**src/rtl/sl_preceptron_pkg.sv**
```systemverilog
// Shared types and defaults for the sl_preceptron sequencer slice.
// Contents:
//   state_t          - sequencer FSM states
//   DEF_*            - default geometry of the perceptron job
//   sl_sum_width()   - accumulator width needed for a full dot product
package sl_preceptron_pkg;

  typedef enum logic [2:0] {
    IDLE,
    LOAD_W,
    VERIFY_W,
    STREAM_D,
    WAIT_RES,
    REPORT
  } state_t;

  localparam int DEF_DATA_IN_LANES  = 4;
  localparam int DEF_DATA_IN_WIDTH  = 8;
  localparam int DEF_WEIGHTS_WIDTH  = 8;
  localparam int DEF_MEM_ADDR_WIDTH = 16;
  localparam int DEF_VECTOR_LENGTH  = 128;
  localparam int DEF_RESULT_LATENCY = 4;

  // Product width plus enough headroom for VECTOR_LENGTH accumulations.
  function automatic int sl_sum_width(input int data_w, input int weights_w, input int vec_len);
    return data_w + weights_w + $clog2(vec_len);
  endfunction

endpackage

```
**src/rtl/sl_preceptron_lane_packer.sv**
```systemverilog
// Byte-to-lane packer: collects LANES consecutive bytes (lane 0 first, in the
// LSBs) and emits the packed word with a one-cycle valid strobe in the cycle
// after the last lane was accepted. out_data holds between strobes.
// Ports:
//   clk, rst   - clock, synchronous active-high reset
//   in_valid   - one byte accepted this cycle
//   in_data    - the accepted byte
//   out_valid  - packed word strobe (one cycle)
//   out_data   - packed word, lane0 in LSBs
module sl_preceptron_lane_packer
  import sl_preceptron_pkg::*;
#(
  parameter int LANES  = DEF_DATA_IN_LANES,
  parameter int WIDTH  = DEF_DATA_IN_WIDTH
) (
  input  logic                   clk,
  input  logic                   rst,
  input  logic                   in_valid,
  input  logic [WIDTH-1:0]       in_data,
  output logic                   out_valid,
  output logic [LANES*WIDTH-1:0] out_data
);

  localparam int LC_W = (LANES > 1) ? $clog2(LANES) : 1;

  logic [LC_W-1:0]        lane_cnt;
  logic [LANES*WIDTH-1:0] word_acc;
  logic [LANES*WIDTH-1:0] word_nxt;

  always_comb begin
    word_nxt = word_acc;
    word_nxt[lane_cnt*WIDTH +: WIDTH] = in_data;
  end

  // Partial word: pure data, never needs clearing since every lane is
  // overwritten before a word is emitted.
  always_ff @(posedge clk) begin
    if (in_valid) word_acc <= word_nxt;
  end

  // ---- stage boundary: packed word out ----
  always_ff @(posedge clk) begin
    if (rst) begin
      lane_cnt  <= '0;
      out_valid <= 1'b0;
      out_data  <= '0;
    end else begin
      out_valid <= 1'b0;
      if (in_valid) begin
        if (lane_cnt == LC_W'(LANES - 1)) begin
          lane_cnt  <= '0;
          out_valid <= 1'b1;
          out_data  <= word_nxt;
        end else begin
          lane_cnt <= lane_cnt + 1'b1;
        end
      end
    end
  end

endmodule

```
**src/rtl/sl_preceptron_seq.sv**
```systemverilog
// Hardware initiator for sl_preceptron_top. One job = threshold + a byte
// stream of VECTOR_LENGTH weights followed by VECTOR_LENGTH samples. Weights
// are written to the perceptron weight memory, samples are streamed as
// DATA_IN_LANES-wide beats, and after RESULT_LATENCY cycles the perceptron
// status is captured and offered on a result handshake.
// Optional build macro: SL_PRECEPTRON_SEQ_READBACK_EN adds a VERIFY_W pass
// that reads the weights back and flags any mismatch on res_err.
// Ports:
//   clk, rst                   - clock, synchronous active-high reset
//   start, job_threshold, busy - job control
//   s_valid, s_ready, s_data   - byte-stream input
//   mem_wen, mem_ren, mem_addr, mem_wdata, mem_rdata - weight memory port
//   data_valid, data_in        - data beats to the perceptron
//   cfg_ai_threshold           - threshold held for the whole job
//   status_ai_sum, status_ai_comparator - perceptron result
//   res_valid, res_ready, res_sum, res_comp, res_err - result handshake
module sl_preceptron_seq
  import sl_preceptron_pkg::*;
#(
  parameter int DATA_IN_LANES  = DEF_DATA_IN_LANES,
  parameter int DATA_IN_WIDTH  = DEF_DATA_IN_WIDTH,
  parameter int WEIGHTS_WIDTH  = DEF_WEIGHTS_WIDTH,
  parameter int MEM_ADDR_WIDTH = DEF_MEM_ADDR_WIDTH,
  parameter int VECTOR_LENGTH  = DEF_VECTOR_LENGTH,
  parameter int SUM_WIDTH      = sl_sum_width(DATA_IN_WIDTH, WEIGHTS_WIDTH, VECTOR_LENGTH),
  parameter int RESULT_LATENCY = DEF_RESULT_LATENCY
) (
  input  logic                                  clk,
  input  logic                                  rst,
  input  logic                                  start,
  input  logic [SUM_WIDTH-1:0]                  job_threshold,
  output logic                                  busy,
  input  logic                                  s_valid,
  output logic                                  s_ready,
  input  logic [DATA_IN_WIDTH-1:0]              s_data,
  output logic                                  mem_wen,
  output logic                                  mem_ren,
  output logic [MEM_ADDR_WIDTH-1:0]             mem_addr,
  output logic [WEIGHTS_WIDTH-1:0]              mem_wdata,
  input  logic [WEIGHTS_WIDTH-1:0]              mem_rdata,
  output logic                                  data_valid,
  output logic [DATA_IN_LANES*DATA_IN_WIDTH-1:0] data_in,
  output logic [SUM_WIDTH-1:0]                  cfg_ai_threshold,
  input  logic [SUM_WIDTH-1:0]                  status_ai_sum,
  input  logic                                  status_ai_comparator,
  output logic                                  res_valid,
  input  logic                                  res_ready,
  output logic [SUM_WIDTH-1:0]                  res_sum,
  output logic                                  res_comp,
  output logic                                  res_err
);

  localparam int CNT_W = $clog2(VECTOR_LENGTH + 1);
  localparam int IDX_W = (VECTOR_LENGTH > 1) ? $clog2(VECTOR_LENGTH) : 1;
  localparam int LAT_W = $clog2(RESULT_LATENCY + 1);

  state_t           state, state_nxt;
  logic [CNT_W-1:0] bcnt;      // bytes accepted in the current phase
  logic [LAT_W-1:0] lat_cnt;   // cycles since the last data beat
  logic             xfer;
  logic             w_last;
  logic             d_done;

  assign xfer   = s_valid && s_ready;
  assign w_last = (bcnt == CNT_W'(VECTOR_LENGTH - 1));
  assign d_done = (bcnt == CNT_W'(VECTOR_LENGTH));

`ifdef SL_PRECEPTRON_SEQ_READBACK_EN
  logic [WEIGHTS_WIDTH-1:0] shadow [VECTOR_LENGTH];
  logic [CNT_W-1:0]         rcnt;
  logic                     ren_q;
  logic                     cmp_pend;
  logic [IDX_W-1:0]         cmp_idx;
  logic                     err_q;
  logic                     rb_done;

  assign rb_done = cmp_pend && (cmp_idx == IDX_W'(VECTOR_LENGTH - 1));
  assign mem_ren = ren_q;
  assign res_err = err_q;

  always_ff @(posedge clk) begin
    if (state == LOAD_W && xfer) shadow[bcnt[IDX_W-1:0]] <= s_data;
  end
`else
  logic unused_rdata;
  assign unused_rdata = ^mem_rdata;
  assign mem_ren = 1'b0;
  assign res_err = 1'b0;
`endif

  always_ff @(posedge clk) begin
    if (rst) state <= IDLE;
    else     state <= state_nxt;
  end

  always_comb begin
    state_nxt = state;
    s_ready   = 1'b0;
    case (state)
      IDLE: begin
        if (start) state_nxt = LOAD_W;
      end
      LOAD_W: begin
        s_ready = 1'b1;
`ifdef SL_PRECEPTRON_SEQ_READBACK_EN
        if (s_valid && w_last) state_nxt = VERIFY_W;
`else
        if (s_valid && w_last) state_nxt = STREAM_D;
`endif
      end
`ifdef SL_PRECEPTRON_SEQ_READBACK_EN
      VERIFY_W: begin
        if (rb_done) state_nxt = STREAM_D;
      end
`endif
      STREAM_D: begin
        s_ready = !d_done;
        // Stay here until the final beat has actually been strobed out.
        if (data_valid && d_done) state_nxt = WAIT_RES;
      end
      WAIT_RES: begin
        if (lat_cnt == LAT_W'(RESULT_LATENCY)) state_nxt = REPORT;
      end
      REPORT: begin
        if (res_valid && res_ready) state_nxt = IDLE;
      end
      default: state_nxt = IDLE;
    endcase
  end

  // ---- stage boundary: registered memory port, beat counters, result ----
  always_ff @(posedge clk) begin
    if (rst) begin
      busy             <= 1'b0;
      cfg_ai_threshold <= '0;
      mem_wen          <= 1'b0;
      mem_addr         <= '0;
      mem_wdata        <= '0;
      bcnt             <= '0;
      lat_cnt          <= '0;
      res_valid        <= 1'b0;
      res_sum          <= '0;
      res_comp         <= 1'b0;
`ifdef SL_PRECEPTRON_SEQ_READBACK_EN
      rcnt             <= '0;
      ren_q            <= 1'b0;
      cmp_pend         <= 1'b0;
      cmp_idx          <= '0;
      err_q            <= 1'b0;
`endif
    end else begin
      mem_wen <= 1'b0;
`ifdef SL_PRECEPTRON_SEQ_READBACK_EN
      ren_q    <= 1'b0;
      cmp_pend <= ren_q;
      cmp_idx  <= mem_addr[IDX_W-1:0];
      if (cmp_pend && (mem_rdata != shadow[cmp_idx])) err_q <= 1'b1;
`endif
      case (state)
        IDLE: begin
          if (start) begin
            cfg_ai_threshold <= job_threshold;
            busy             <= 1'b1;
            bcnt             <= '0;
            lat_cnt          <= '0;
`ifdef SL_PRECEPTRON_SEQ_READBACK_EN
            rcnt             <= '0;
            err_q            <= 1'b0;
`endif
          end
        end
        LOAD_W: begin
          if (xfer) begin
            mem_wen   <= 1'b1;
            mem_addr  <= MEM_ADDR_WIDTH'(bcnt);
            mem_wdata <= s_data;
            bcnt      <= w_last ? '0 : bcnt + 1'b1;
          end
        end
`ifdef SL_PRECEPTRON_SEQ_READBACK_EN
        VERIFY_W: begin
          // First read lands one cycle after the last write strobe, so the
          // two memory strobes never overlap.
          if (rcnt != CNT_W'(VECTOR_LENGTH)) begin
            ren_q    <= 1'b1;
            mem_addr <= MEM_ADDR_WIDTH'(rcnt);
            rcnt     <= rcnt + 1'b1;
          end
        end
`endif
        STREAM_D: begin
          if (xfer) bcnt <= bcnt + 1'b1;
          if (data_valid && d_done) lat_cnt <= LAT_W'(1);
        end
        WAIT_RES: begin
          if (lat_cnt == LAT_W'(RESULT_LATENCY)) begin
            res_sum   <= status_ai_sum;
            res_comp  <= status_ai_comparator;
            res_valid <= 1'b1;
          end else begin
            lat_cnt <= lat_cnt + 1'b1;
          end
        end
        REPORT: begin
          if (res_ready) begin
            res_valid <= 1'b0;
            busy      <= 1'b0;
          end
        end
        default: ;
      endcase
    end
  end

  sl_preceptron_lane_packer #(
    .LANES (DATA_IN_LANES),
    .WIDTH (DATA_IN_WIDTH)
  ) u_packer (
    .clk       (clk),
    .rst       (rst),
    .in_valid  (xfer && (state == STREAM_D)),
    .in_data   (s_data),
    .out_valid (data_valid),
    .out_data  (data_in)
  );

endmodule

```
**config.mk**
```make
export PLATFORM = sky130hd
export DESIGN_NAME = sl_preceptron_seq
export DESIGN_NICKNAME = d
export VERILOG_FILES = /design/src/rtl/sl_preceptron_pkg.sv /design/src/rtl/sl_preceptron_lane_packer.sv /design/src/rtl/sl_preceptron_seq.sv
export SDC_FILE = /design/constraint.sdc
export NUM_CORES = 1
export LEC_CHECK = 0
export BUFFER_PORTS_ARGS = -buffer_cell sky130_fd_sc_hd__buf_2
export CAP_MARGIN = 10
export CORE_ASPECT_RATIO = 0.7
export CORE_MARGIN = 4
export CORE_UTILIZATION = 58
export CTS_BUF_LIST = sky130_fd_sc_hd__clkbuf_4 sky130_fd_sc_hd__clkbuf_8
export DETAILED_ROUTE_END_ITERATION = 8
export PLACE_DENSITY = 0.87
export SLEW_MARGIN = 20
export SYNTH_ARGS = -nofsm -noshare
export SYNTH_HDL_FRONTEND = slang
export SYNTH_HIERARCHICAL = 1
export SYNTH_SLANG_ARGS = --single-unit
```
**constraint.sdc**
```tcl
create_clock -name clk -period 8.2 [get_ports clk]
set_clock_uncertainty 0.15 [all_clocks]
set_input_delay 0.82 -clock clk [delete_from_list [all_inputs] [get_ports clk]]
set_output_delay 0.82 -clock clk [all_outputs]
set_load 0.1 [all_outputs]
```
==> results_dict.tcl, run 1 <==
set metrics [dict create \
    status "finished, final reports clean" \
    post-route-period-util_pct 42.76 \
    rsz0062_at_grt "false" \
    initial_core_util_pct 61.02 \
    startpoint_type "flop" \
    antenna_cells 0 \
    max_freq_mhz 285.2 \
    die_h_um 96.31 \
    r2r_setup_slack_ns 4.69 \
    hold_viol_final 0 \
    maxCapViolations 0 \
    grt_pass1_vias 5220 \
    nets 901 \
    port-buffer-count 159 \
    synth-edff-count 32 \
    crit_buf_inv 2 \
    fin_tns_setup_ns 0 \
    slowest_stage "dfxtp_1" \
    worstPathMaxFanout 35 \
    crit_family "simple AND/OR/NAND/NOR gates" \
    drive_gt1_share_pct 29.31 \
    multi_input_area_um2 2889 \
    cts_max_level 4 \
    fp.coreArea_um2 10590 \
    die_x_um 134.2 \
    endpoint_kind "flop" \
    rr_startpoint "state[0]" \
    hp-class "reg2reg" \
    hold_buffers 0 \
    grt_max_degree 64 \
    ant_nets 0 \
    drt_wl_total_mm 16.08 \
    path_depth 7 \
    vdd_ir_drop_max_mv 0.1231 \
    seq_area_um2 3263 \
    cpMostUsedCell "buf_4" \
    io_pins 178 \
    synth.distinct_cells 68 \
    root_buffer "clkbuf_8" \
    crit_required_ns 8.39 \
    dieArea_um2 12920 \
    post_cts_resize_count 0 \
    clk_pin_slew_worst_paths_ns 0.08 \
    powerDensity_nw_per_um2 252.3 \
    grt_pass1_wl_mm 25.16 \
    fill_cells 824 \
    drt-pass1-iter-count 5 \
    path_cells "nand3b_2 > a311oi_4 > buf_4 > and2_2 > buf_4 > nor2_1 > a311oi_2" \
    gr-total-overflow 0 \
    hp-start "cfg_ai_threshold[21]" \
    grt_antenna_before_repair 0 \
    final_max_slew_viol_count 0 \
    cts_tree "done" \
    ys_warn_count 6 \
    ys_seq_area_share_pct 50.50 \
    wl_per_cell_um 16.34 \
    worst_slew_pin_slew_ns 0.9133 \
    synth-seq-cells 147 \
    path_class "reg2reg" \
    crit_path_max_incr_delay_ns 0.69 \
    rows 31 \
    area_delta_synth_final_pct 18.98 \
    via_per_inst 5.605 \
    async_flop_share_pct 0 \
    dpl.hpwl_mm 11.03 \
    syn_area_um2 6461 \
    clk_latency_ns 0.43 \
    regToRegEndpoint "u_packer/out_data[28]" \
    cts_buffers 17 \
    synthFlopType "dfxtp_1" \
    whs_ns 0.3052 \
    clock-sinks 147 \
    hold_path_depth 2 \
    num_vias 5515 \
    hold_end "cfg_ai_threshold[21]" \
    arrival_ns 3.69 \
    rr_worst_depth 7 \
    clock_path_buffers 2 \
    leakage_nw 3.113 \
    place_congestion 0.9024 \
    drt_iter0_drc 619 \
    grt_use_total_pct 24.31 \
    post_cts_buffers 0 \
    netlist_instances 686 \
    fin_crit_ns 3.506 \
    slew_headroom_pct 39.05 \
    syn_area_per_cell_um2 9.419 \
    setup_viol 0 \
    drc 0 \
]
per-stage QoR:
stage | cells | util (%) | area [um^2] | setup slack [ns] | power [mW]
global placement | 951 | 68.31 | 7233 | 4.629 | 1.307
finish | 984 | 72.60 | 7687 | 4.694 | 1.939
global route | 984 | 72.60 | 7687 | 4.441 | 2.020
CTS | 983 | 72.46 | 7672 | 4.682 | 1.940
floorplan | 695 | - | 6495 | 3.188 | 1.231
detailed placement | 951 | 68.31 | 7233 | 4.537 | 1.326
cell families (layout without fill, tap and decap cells):
logic type | count (synthesis) | in the layout | share of synthesized area, %
flip-flops | 147 | 147 | 50.50
AND/OR/NAND/NOR | 301 | 301 | 22.99
multiplexers | 3 | 3 | 0.4648
AO/OA/AOI/OAI | 150 | 150 | 18.18
XOR/XNOR | 1 | 1 | 0.1356
adder cells (fa/ha/maj) | 10 | 10 | 1.936
other | 1 | 10 | 0.05804
buffers and inverters | 73 | 214 | 5.732
power by group:
group          leakage (nW)  switching, mW  internal, mW
combinational          1.66          0.401         0.105
clock                 0.231          0.262         0.357
sequential             1.22         0.0361         0.779
worst reg2reg max path, stage by stage, from the launching register on:
cell      delay [ns]
dfxtp_1         0.69
nand3b_2        0.27
a311oi_4        0.30
buf_4           0.47
and2_2          0.68
buf_4           0.50
nor2_1          0.12
a311oi_2        0.25
layout by cell type (no fill, tap or decap), types with 7 or more instances in the layout:
cell type and instances:
nor2b_1 12, nor2_1 40, inv_1 17, dfxtp_1 115, nand2_1 161, nand2b_1 26
a21oi_1 73, nand3_1 21, ha_1 10, edfxtp_1 32, a311oi_1 10, clkbuf_8 19
conb_1 10, a311oi_2 14, nand3_2 7, a41oi_2 9, a211oi_2 8, buf_2 158
final cells by class:
cell class / instances / share of cell area (%)
tap: 148 / 2.409
inverter: 18 / 0.8789
clock buffer: 22 / 3.695
clock inverter: 10 / 2.018
timing repair buffer: 164 / 10.97
sequential: 147 / 42.45
multi-input combinational: 475 / 37.58
synth_stat cells, drive strengths merged, types with 3 or more instances:
cell | number | share of area, %
dfxtp | 115 | 36
edfxtp | 32 | 15
nand3b | 4 | 0.52
a211oi | 10 | 1.8
nor2b | 12 | 1.2
nor2 | 43 | 2.6
a311oi | 25 | 4.7
nand3 | 28 | 2.7
ha | 10 | 1.9
and4 | 3 | 0.41
nand2 | 161 | 9.4
clkbuf | 18 | 1.0
a21oi | 73 | 5.7
nor4b | 3 | 0.97
buf | 37 | 3.6
inv | 17 | 0.99
mux2i | 3 | 0.46
a41oi | 9 | 2.3
o21ai | 9 | 0.70
nand2b | 26 | 2.5
registers in the layout (all words and copies together), names as in the netlist:
| register | flops |
|---|---|
| u_packer/out_data | 32 |
| u_packer/word_acc | 32 |
| cfg_ai_threshold | 23 |
| res_sum | 23 |
| bcnt | 8 |
| mem_addr | 8 |
| mem_wdata | 8 |
| lat_cnt | 3 |
| state | 3 |
| u_packer/lane_cnt | 2 |
| busy | 1 |
| mem_wen | 1 |
| res_comp | 1 |
| res_valid | 1 |
| u_packer/out_valid | 1 |
worst max-delay path by stage:
stage / start / end / slack (ns)
floorplan: s_valid / u_packer/out_data[14] / 3.19
global placement: s_valid / u_packer/out_data[31] / 4.63
detailed placement: s_valid / u_packer/out_data[28] / 4.54
CTS: state[0] / u_packer/out_data[28] / 4.68
global route: state[0] / u_packer/out_data[14] / 4.44
finish: state[0] / u_packer/out_data[28] / 4.69
per-layer routing:
metal / track usage, % / wire (um)
met1: 31.23 / 6807
met2: 40.46 / 7840
met3: 5.643 / 1159
met4: 9.407 / 270
met5: 0 / 0
Note: power is estimated with default switching activity, not from simulation.
==> inputs of run 2 (changes only) <==
- ABC_AREA: default -> 1
- CORE_UTILIZATION: 58 -> 54
- PLACE_DENSITY: 0.87 -> 0.82
- clock period: 8.2 -> 3.67 ns (I/O delays scaled with it)
==> run 2 against run 1 <==
Net effect:
- cell area decreased by 1.7%
- worst setup slack got worse by 3.6 ns
- power increased to 2.6 times the previous value
- clock power increased by 100%
- register-to-register slack got worse by 3.6 ns
- critical endpoint is now u_packer/out_data[31]
==> results_dict.tcl, run 2 <==
set metrics [dict create \
    clock-sinks 147 \
    clock_path_buffers 2 \
    fp.coreArea_um2 11250 \
    startpoint_type "flop" \
    root_buffer "clkbuf_8" \
    post_cts_buffers 0 \
    worst_slew_pin_slew_ns 0.8573 \
    ant_nets 0 \
    die_x_um 137.6 \
    synthFlopType "dfxtp_1" \
    cts_max_level 4 \
    grt_antenna_before_repair 0 \
    synth_common_cells "nand2_1 (245), dfxtp_1 (115), a21oi_1 (66)" \
    post-route-period-util_pct 70.12 \
    yosysTopAreaCell "dfxtp_1" \
    maxCapViolations 0 \
    whs_ns 0.05449 \
    cts_tree "done" \
    clk_pin_slew_worst_paths_ns 0.08 \
    rr_startpoint "bcnt[0]" \
    yosysTopAreaCellShare_pct 36.25 \
    antenna_cells 0 \
    final_cells 1111 \
    nets 1023 \
    synth-edff-count 32 \
    path_class "reg2reg" \
    hold_buffers 0 \
    status "finished, final reports clean" \
    dpl.hpwl_mm 10.75 \
    fin_tns_setup_ns 0 \
    ys_warn_count 6 \
    regToRegEndpoint "u_packer/out_data[31]" \
    layout_common_cells "nand2_1 (245), buf_2 (159), dfxtp_1 (115)" \
    vdd_ir_drop_max_mv 0.4297 \
    grt_pass1_wl_mm 23.74 \
    top_regs "u_packer/out_data (32), u_packer/word_acc (32)" \
    rows 32 \
    worstPathMaxFanout 37 \
    hold_end "cfg_ai_threshold[14]" \
    final_core_util_pct 67.15 \
    drt-pass1-iter-count 7 \
    gr-total-overflow 0 \
    wl_per_cell_um 13.57 \
    drt_wl_total_mm 15.08 \
    drt_iter0_drc 435 \
    max_freq_mhz 388.6 \
    grt_use_total_pct 21.83 \
    r2r_setup_slack_ns 1.10 \
    final_max_slew_viol_count 0 \
    drive_gt1_share_pct 25.68 \
    dp_cells 1079 \
    hold_viol_final 0 \
    cts_buffers 17 \
    powerDensity_nw_per_um2 654.9 \
    die_h_um 98.74 \
    leakage_nw 3.581 \
    endpoint_kind "flop" \
    dieArea_um2 13590 \
    grt_max_degree 50 \
    rr_worst_depth 12 \
    synth-seq-cells 147 \
    initial_core_util_pct 56.45 \
    power_mw 4.947 \
    arrival_ns 2.75 \
    grt_pass1_vias 4781 \
    hp-start "job_threshold[14]" \
    drc 0 \
    clk_latency_ns 0.43 \
    final_common_cell "nand2_1" \
    via_per_inst 4.977 \
    crit_required_ns 3.85 \
    setup_viol 0 \
    rsz0062_at_grt "false" \
    ys_seq_area_share_pct 51.38 \
    hp-class "in2reg" \
    synth.distinct_cells 37 \
    syn_area_per_cell_um2 7.989 \
    syn_area_um2 6351 \
    io_pins 178 \
    post_cts_resize_count 0 \
    synth_area_leaders "dfxtp_1 (36%), edfxtp_1 (15%), nand2_1 (14%)" \
    fill_cells 955 \
    slew_headroom_pct 42.85 \
    netlist_instances 795 \
    num_vias 5530 \
    async_flop_share_pct 0 \
    area_delta_synth_final_pct 18.95 \
    synth.most_common_cell "nand2_1" \
    fin_crit_ns 2.573 \
    port-buffer-count 159 \
    hold_path_depth 3 \
    place_congestion 0.9323 \
]
-- run 2: changes by cell type after synthesis, moves of 11 or more --
cell and change:
nor2b_1 -12, nand2_2 +24, nor2_1 +17, nand2b_1 -26, nand2_1 +84, inv_1 +43, nand3_1 +34, a311oi_2 -14
a311oi_1 -11, o21ai_0 +38
-- run 2: power by group --
group / total [mW] / internal, mW / switching (mW)
logic: 1.79 / 0.339 / 1.45
registers: 1.91 / 1.81 / 0.105
clock network: 1.24 / 0.628 / 0.612
-- run 2: cell type report --
class | count | area, um^2 | share of cell area (%)
Clock inverter | 12 | 131.4 | 1.739
Timing Repair Buffer | 164 | 833.3 | 11.03
Tap cell | 153 | 191.4 | 2.534
Inverter | 68 | 264.0 | 3.495
Multi-Input combinational cell | 547 | 2615 | 34.61
Sequential cell | 147 | 3263 | 43.19
Clock buffer | 20 | 256.5 | 3.395
-- run 2: cells by family after synthesis --
kind of cell	share of synthesized area, %
and+or+nand+nor	28.80
AOI/OAI and AO/OA	9.476
other	0.05904
buffers and inverters	8.038
adders and majority gates	1.970
DFF	51.38
xor gates and xnor gates	0.2759
-- run 2: worst max-delay path by stage --
stage / start / cells past startpoint / endpoint / slack (ns)
finish: bcnt[0] / 12 / u_packer/out_data[31] / 1.10
global placement: bcnt[0] / 12 / u_packer/out_data[14] / 1.18
detailed placement: bcnt[0] / 12 / u_packer/out_data[14] / 1.12
global route: bcnt[0] / 12 / u_packer/out_data[11] / 0.82
floorplan: bcnt[0] / 12 / u_packer/out_data[2] / 0.18
CTS: bcnt[0] / 12 / u_packer/out_data[31] / 1.11
-- run 2: critical path, cell delays in order (launching register included) --
cell,delay (ns)
dfxtp_1,0.45
inv_1,0.12
ha_1,0.20
nand3_1,0.07
nor2_1,0.07
a21boi_2,0.14
nand3_1,0.10
inv_1,0.09
buf_4,0.41
a21oi_2,0.20
buf_4,0.30
nand2_1,0.10
nand2_1,0.05
-- run 2: through the flow --
step / instance area, um^2 / setup slack (ns)
6_report: 7555 / 1.097
2_1_floorplan: 6389 / 0.1806
3_3_place_gp: 7167 / 1.183
5_1_grt: 7555 / 0.8181
4_1_cts: 7555 / 1.114
3_5_place_dp: 7167 / 1.121
-- run 2: per-layer routing --
metal / track usage (%) / routed length [um] / vias to the layer above
met1: 32.67 / 7302 / 2469
li1: - / - / 2837
met4: 5.291 / 137 / 0
met2: 31.26 / 6253 / 208
met3: 6.020 / 1388 / 16
met5: 0 / 0 / -
